===== src/rtl/lpc_phy_sched.sv =====
// Sample-slot scheduler between the LPC decoder and a 4-deep PCM output FIFO.
// Define LPC_SCHED_UNDERRUN_EN to build the missed-slot (underrun) counter.
module lpc_phy_sched (
  input  logic        clk,
  input  logic        rst,
  input  logic        cfg_en,
  input  logic [15:0] cfg_div,
  input  logic        phy_rd_valid,
  output logic        phy_rd,
  input  logic [1:0]  phy_rd_chansgn,
  input  logic [16:0] phy_rd_data_chan0,
  input  logic [16:0] phy_rd_data_chan1,
  output logic        out_valid,
  input  logic        out_ready,
  output logic [31:0] out_data,
  output logic [15:0] underrun_cnt
);

  localparam int DEPTH = 4;
  localparam int AW    = $clog2(DEPTH);

  typedef enum logic [1:0] {S_IDLE, S_WAIT, S_ARM, S_READ} state_t;

  typedef struct packed {
    logic [15:0] r;
    logic [15:0] l;
  } frame_t;

  state_t         state;
  logic [15:0]    div_cnt;
  logic           tick;
  logic           push, pop, full;
  logic [AW-1:0]  wr_ptr, rd_ptr;
  logic [AW:0]    count;
  frame_t         mem [DEPTH];
  frame_t         frame_in;

  // ---------------------------------------------------------------- divider
  // >= rather than == so a cfg_div lowered below the running count still
  // fires at the next compare instead of wrapping through 65535.
  assign tick = (state != S_IDLE) && cfg_en && (div_cnt >= cfg_div);

  always_ff @(posedge clk or posedge rst) begin
    if (rst)                                   div_cnt <= '0;
    else if (state == S_IDLE || !cfg_en || tick) div_cnt <= '0;
    else                                       div_cnt <= div_cnt + 16'd1;
  end

  // ---------------------------------------------------------- reconstruction
  logic [16:0] c0, c1, half, l17, r17;

  always_comb begin
    c0   = phy_rd_data_chan0;
    c1   = phy_rd_data_chan1;
    half = {1'b0, c1[16:1]};
    l17  = c0;
    r17  = c1;
    unique case (phy_rd_chansgn)
      2'd0: begin l17 = c0;      r17 = c1;      end
      2'd1: begin l17 = c0;      r17 = c0 - c1; end
      2'd2: begin l17 = c0 + c1; r17 = c1;      end
      default: begin
        r17 = c0 - half;
        l17 = c0 + half + {16'd0, c1[0]};
      end
    endcase
    frame_in = '{r: r17[15:0], l: l17[15:0]};
  end

  // -------------------------------------------------------------- scheduler
  always_ff @(posedge clk or posedge rst) begin
    if (rst) begin
      state  <= S_IDLE;
      phy_rd <= 1'b0;
    end else begin
      phy_rd <= 1'b0;
      unique case (state)
        S_IDLE: if (cfg_en) state <= S_WAIT;
        S_WAIT: begin
          if (!cfg_en)   state <= S_IDLE;
          else if (tick) state <= S_ARM;
        end
        S_ARM: begin
          if (!cfg_en) state <= S_IDLE;
          else if (phy_rd_valid && !full) begin
            state  <= S_READ;
            phy_rd <= 1'b1;
          end
        end
        S_READ: begin
          // capture completes this edge even if cfg_en has just dropped
          if (!cfg_en)                   state <= S_IDLE;
          else if (phy_rd_valid && !tick) state <= S_WAIT;
          else                           state <= S_ARM;
        end
        default: state <= S_IDLE;
      endcase
    end
  end

  // ------------------------------------------------------------ output FIFO
  // Space is checked in ARM; only READ pushes, so no overflow is possible.
  assign push      = (state == S_READ) && phy_rd_valid;
  assign out_valid = (count != '0);
  assign pop       = out_valid && out_ready;
  assign full      = (count == (AW+1)'(DEPTH));
  assign out_data  = mem[rd_ptr];

  always_ff @(posedge clk or posedge rst) begin
    if (rst) begin
      wr_ptr <= '0;
      rd_ptr <= '0;
      count  <= '0;
      for (int i = 0; i < DEPTH; i++) mem[i] <= '0;
    end else begin
      if (push) begin
        mem[wr_ptr] <= frame_in;
        wr_ptr      <= wr_ptr + AW'(1);
      end
      if (pop) rd_ptr <= rd_ptr + AW'(1);
      count <= count + (AW+1)'(push) - (AW+1)'(pop);
    end
  end

  // -------------------------------------------------------- underrun count
`ifdef LPC_SCHED_UNDERRUN_EN
  logic [15:0] urun_q;
  logic        urun_inc;

  // a served READ that coincides with a tick opens a fresh slot, not a miss
  assign urun_inc = tick && ((state == S_ARM) || (state == S_READ && !phy_rd_valid));

  always_ff @(posedge clk or posedge rst) begin
    if (rst)                              urun_q <= '0;
    else if (urun_inc && urun_q != 16'hFFFF) urun_q <= urun_q + 16'd1;
  end

  assign underrun_cnt = urun_q;
`else
  assign underrun_cnt = '0;
`endif

endmodule


===== config.mk =====
export PLATFORM = sky130hd
export DESIGN_NAME = lpc_phy_sched
export DESIGN_NICKNAME = d
export VERILOG_FILES = /design/src/rtl/lpc_phy_sched.sv
export SDC_FILE = /design/constraint.sdc
export NUM_CORES = 1
export LEC_CHECK = 0
export BUFFER_PORTS_ARGS = -buffer_cell sky130_fd_sc_hd__buf_2
export CORE_ASPECT_RATIO = 1.4
export CORE_MARGIN = 5
export CORE_UTILIZATION = 50
export CTS_CLUSTER_DIAMETER = 40
export CTS_CLUSTER_SIZE = 10
export DETAILED_ROUTE_END_ITERATION = 8
export GPL_TIMING_DRIVEN = 1
export PLACE_DENSITY_LB_ADDON = 0.08
export SLEW_MARGIN = 20
export SYNTH_ARGS = -nofsm -noshare
export SYNTH_HDL_FRONTEND = slang
export SYNTH_SLANG_ARGS = --single-unit

===== constraint.sdc =====
create_clock -name clk -period 5.8 [get_ports clk]
set_input_delay 0.29 -clock clk [delete_from_list [all_inputs] [get_ports clk]]
set_output_delay 0.29 -clock clk [all_outputs]
set_load 0.03 [all_outputs]

==> results.md <==
| Item | Value | Unit |
|---|---|---|
| Run status | finished clean | - |
| Number of synthesis warnings | 0 | - |
| Simple-gate share of the synthesized area | 14.8 | % |
| Setup repair after global routing missed its margin | no | - |
| Setup Total Neg Slack | 0 | ps |
| Type of the worst setup path | primary input to flip-flop | - |
| Clock skew after layout | 10.3 | ps |
| Remaining number of nets flagged by the antenna check after routing | 0 | - |
| Postcts setup bufs | 0 | - |
| Starting DRT DRC Count | 402 | - |
| Final Hold Violating Endpoints | 0 | - |
| Rel. slew slack | 31.8 | % |
| WL final | 23,000 | um |
| Effective utilization at floorplan | 50.4 | % |
| Clock sink count | 154 | - |
| Count of inserted antenna diode cells | 0 | - |
| DRT met1 WL | 10,100 | um |
| Compound-cell area share of the yosys netlist | 17.3 | % |
| Clock tree from TritonCTS | yes | - |
| First-pass GRT wire length | 38,300 | um |
| Area share of xor/xnor cells in the synthesized design | 4.13 | % |
| Yosys cell types | 69 | - |
| Height of the die | 177 | um |
| Required time worst endpoint | 6070 | ps |
| Total Nets Final | 1,243 | - |
| Sequence of cells on the critical path | buf_2 -> nand2b_1 -> buf_4 -> mux2i_1 -> ha_1 -> a21oi_1 -> o21ai_0 -> a211oi_4 -> mux2i_1 -> nand4_1 -> a2111oi_2 -> o31ai_1 | - |
| Post-synthesis register bit count | 154 | - |
| Arrival time at the worst endpoint | 3790 | ps |
| Number of buffers added on ports | 89 | - |
| Pre-Repair DR Iteration Count | 4 | - |
| Sequential share of the synthesized area | 38.6 | % |
| Fillers | 1,844 | - |
| Signed area change from the synthesized netlist to the final layout | 11.2 | % |
| Power Density | 259 | nW/um2 |
| Final Critical Period | 3520 | ps |
| Most used cell, CP | mux2i_1 | - |
| Detail Route met2 WL | 12,100 | um |
| Avg Inst Size Synth | 9.53 | um2 |
| Post-synthesis share of cell area spent on full adders, half adders and majority gates | 9.41 | % |
| Inserted Clock Buffers | 17 | - |
| Area of all placed cells without fillers | 11,100 | um2 |
| Static leakage power | 5.36 | nW |
| Post-cts gate resize count | 0 | - |
| Category of the worst setup path capture point | flip-flop | - |
| Post-synthesis instance total | 1,046 | - |
| Reg clk slew, reported paths | 70 | ps |
| Die outline width | 129 | um |
| Dominant synthesized flop cell | dfrtp_1 | - |
| Number of buffers inserted by hold repair at cts | 0 | - |
| Overall fraction of global-route tracks in use | 20.9 | % |
| Max FO, Critical Path | 14 | - |
| Dpl cell area | 10,500 | um2 |
| Post-route fraction of the period consumed by the critical path | 60.7 | % |
| Max incr delay on CP | 630 | ps |
| Core occupancy in the finished layout | 56.1 | % |
| CTS H-Tree Depth | 4 | - |
| Top-Level Pins | 107 | - |
| Total number of vias | 7,699 | - |
| Number of cell rows | 61 | - |
| Hold/Removal Path Class | primary input to asynchronous set/reset pin | - |
| Max-slew violation count | 0 | - |
| Fraction of synthesized area in multiplexers | 10.9 | % |
| Number of antenna violations at the first check in global routing | 0 | - |
| Routability cong. | 0.798 | - |
| Kind of start point of the critical path | primary input | - |
| Pin count of the biggest net entering global routing | 104 | - |
| Maximum clock insertion buffer count | 2 | - |
| Worst Hold Slack | 81.2 | ps |
| Largest family of logic cells by synthesized area | compound AO/OA/AOI/OAI gates | - |
| Detail-routed via count per cell | 5.58 | - |
| Final setup viols | 0 | - |
| Vias in the first global route | 7,730 | - |
| Post-detailed-route DRC marker count | 0 | - |
| Number of enable-type register cells in the synthesized netlist | 0 | - |
| Share of post-route cells with drive strength above 1 | 16.6 | % |
| Share of synthesized flip-flops with an asynchronous set or reset | 100 | % |
| Number of maximum-capacitance violations | 0 | - |
| Placeable core area | 19,800 | um2 |
| Largest vdd supply drop | 0.163 | mV |
| Slew of the pin with the lowest slew margin | 1020 | ps |
| Average detailed-routed wire length per instance | 16.7 | um |
| Origin of the worst setup path | phy_rd_chansgn[1] | - |
| Library cell used as clock root buffer | clkbuf_16 | - |
| Highest routing layer actually used | met4 | - |
| Die area | 22,900 | um2 |
| Crit path max-delay cell type | a2111oi_2 | - |
| Wire length on met3 | 632 | um |
| Detailed-placement wirelength estimate | 16,600 | um |
| Worst reg2reg startpoint | div_cnt[0]$_DFF_PP0_ | - |
| Aggregate global routing overflow | 0 | - |
| Achievable clock frequency | 284 | MHz |
| Worst-Skew Late Latency | 410 | ps |
| Post-synthesis cell area | 9970 | um2 |
-- cells by family (layout without fill, tap and decap cells) --
kind of cell / count (synthesis) / in the layout
simple gates: 326 / 326
flops: 154 / 154
mux: 68 / 68
fa+ha+maj: 72 / 72
xor+xnor: 47 / 47
buf+inv: 102 / 168
other cells: 1 / 16
compound gates: 276 / 276
-- worst paths after layout --
check,endpoint,slack [ps],cells past startpoint
min in group clk,phy_rd$_DFF_PP0_,120,3
min reg2reg,mem[49]$_DFFE_PP0P_,480,2
min,mem[49]$_DFFE_PP0P_,80,2
max,mem[31]$_DFFE_PP0P_,2280,12
max in group asynchronous,rd_ptr[1]$_DFFE_PP0P_,4460,3
max reg2reg,div_cnt[6]$_DFF_PP0_,3280,10
-- layer usage --
metal	up-vias	GRT usage, %
met4	0	4.95
met5	-	0
met1	3729	26.7
li1	3846	-
met3	16	2.60
met2	108	37.5
-- registers in the layout (all words and copies together), names as in the netlist --
name / cells
mem: 128
div_cnt: 16
count: 3
rd_ptr: 2
state: 2
wr_ptr: 2
phy_rd: 1
-- cells in the mapped netlist (all sizes together) (4+ instances only) --
master | n | area [um2]
nand2 | 173 | 654
dfrtp | 154 | 3850
o21ai | 142 | 714
ha | 67 | 838
nor2 | 45 | 169
a21oi | 42 | 218
clkbuf | 38 | 163
inv | 38 | 143
mux2i | 35 | 350
xnor2 | 35 | 307
mux4 | 32 | 721
buf | 26 | 180
nand3 | 24 | 120
and3 | 18 | 113
a21o | 16 | 120
o31ai | 16 | 120
nor4 | 14 | 93.8
nor2b | 12 | 75.1
xor2 | 12 | 105
nor3 | 10 | 50.1
o21a | 9 | 67.6
or3 | 8 | 50.1
a211oi | 7 | 70.1
a31oi | 7 | 80.1
nand4 | 6 | 37.5
a211o | 5 | 43.8
fa | 5 | 100
nand2b | 5 | 31.3
a2111oi | 4 | 42.5
o21bai | 4 | 30.0
o22ai | 4 | 25.0
-- per-stage QoR --
stage	power, W	cells	setup WS [ps]
5_1_grt	0.00302	1379	1960
2_1_floorplan	0.00170	1061	1360
6_report	0.00287	1379	2280
3_5_place_dp	0.00188	1347	1870
4_1_cts	0.00290	1379	2270
3_3_place_gp	0.00187	1347	1900
-- area by class of cell --
cell class              instances  area, um2  area share [%]
well taps                     252        315            2.84
multi-input cells             805       5700            51.5
inverters                      38        148            1.33
flip-flops and latches        154       3860            34.8
repair buffers                 98        513            4.63
clock inverters                14        110           0.993
clock buffers                  18        439            3.96
-- power by group --
part	leakage (nW)	internal, W	switching [W]
clock network	0.261	0.000567	0.000457
logic	2.98	0.000292	0.000443
registers	2.13	0.00110	0.0000142
total	5.36	0.00196	0.000914
-- layout by cell type (no fill, tap or decap), drive strengths merged, types with 5 or more instances in the layout --
cell / n
a211o: 5
a211oi: 7
a21o: 16
a21oi: 42
a31oi: 7
and3: 18
buf: 98
clkbuf: 18
conb: 16
dfrtp: 154
fa: 5
ha: 67
inv: 45
mux2i: 35
mux4: 32
nand2: 173
nand2b: 5
nand3: 24
nand4: 6
nor2: 45
nor2b: 12
nor3: 10
nor4: 14
o21a: 9
o21ai: 142
o31ai: 16
or3: 8
xnor2: 35
xor2: 12
-- critical path: cells and delay by family --
family / cells / cell delay [ps]
compound gates: 5 / 1690
simple gates: 2 / 610
mux: 2 / 450
buf+inv: 2 / 430
fa+ha+maj: 1 / 310
Note: power is estimated with default switching activity, not from simulation.
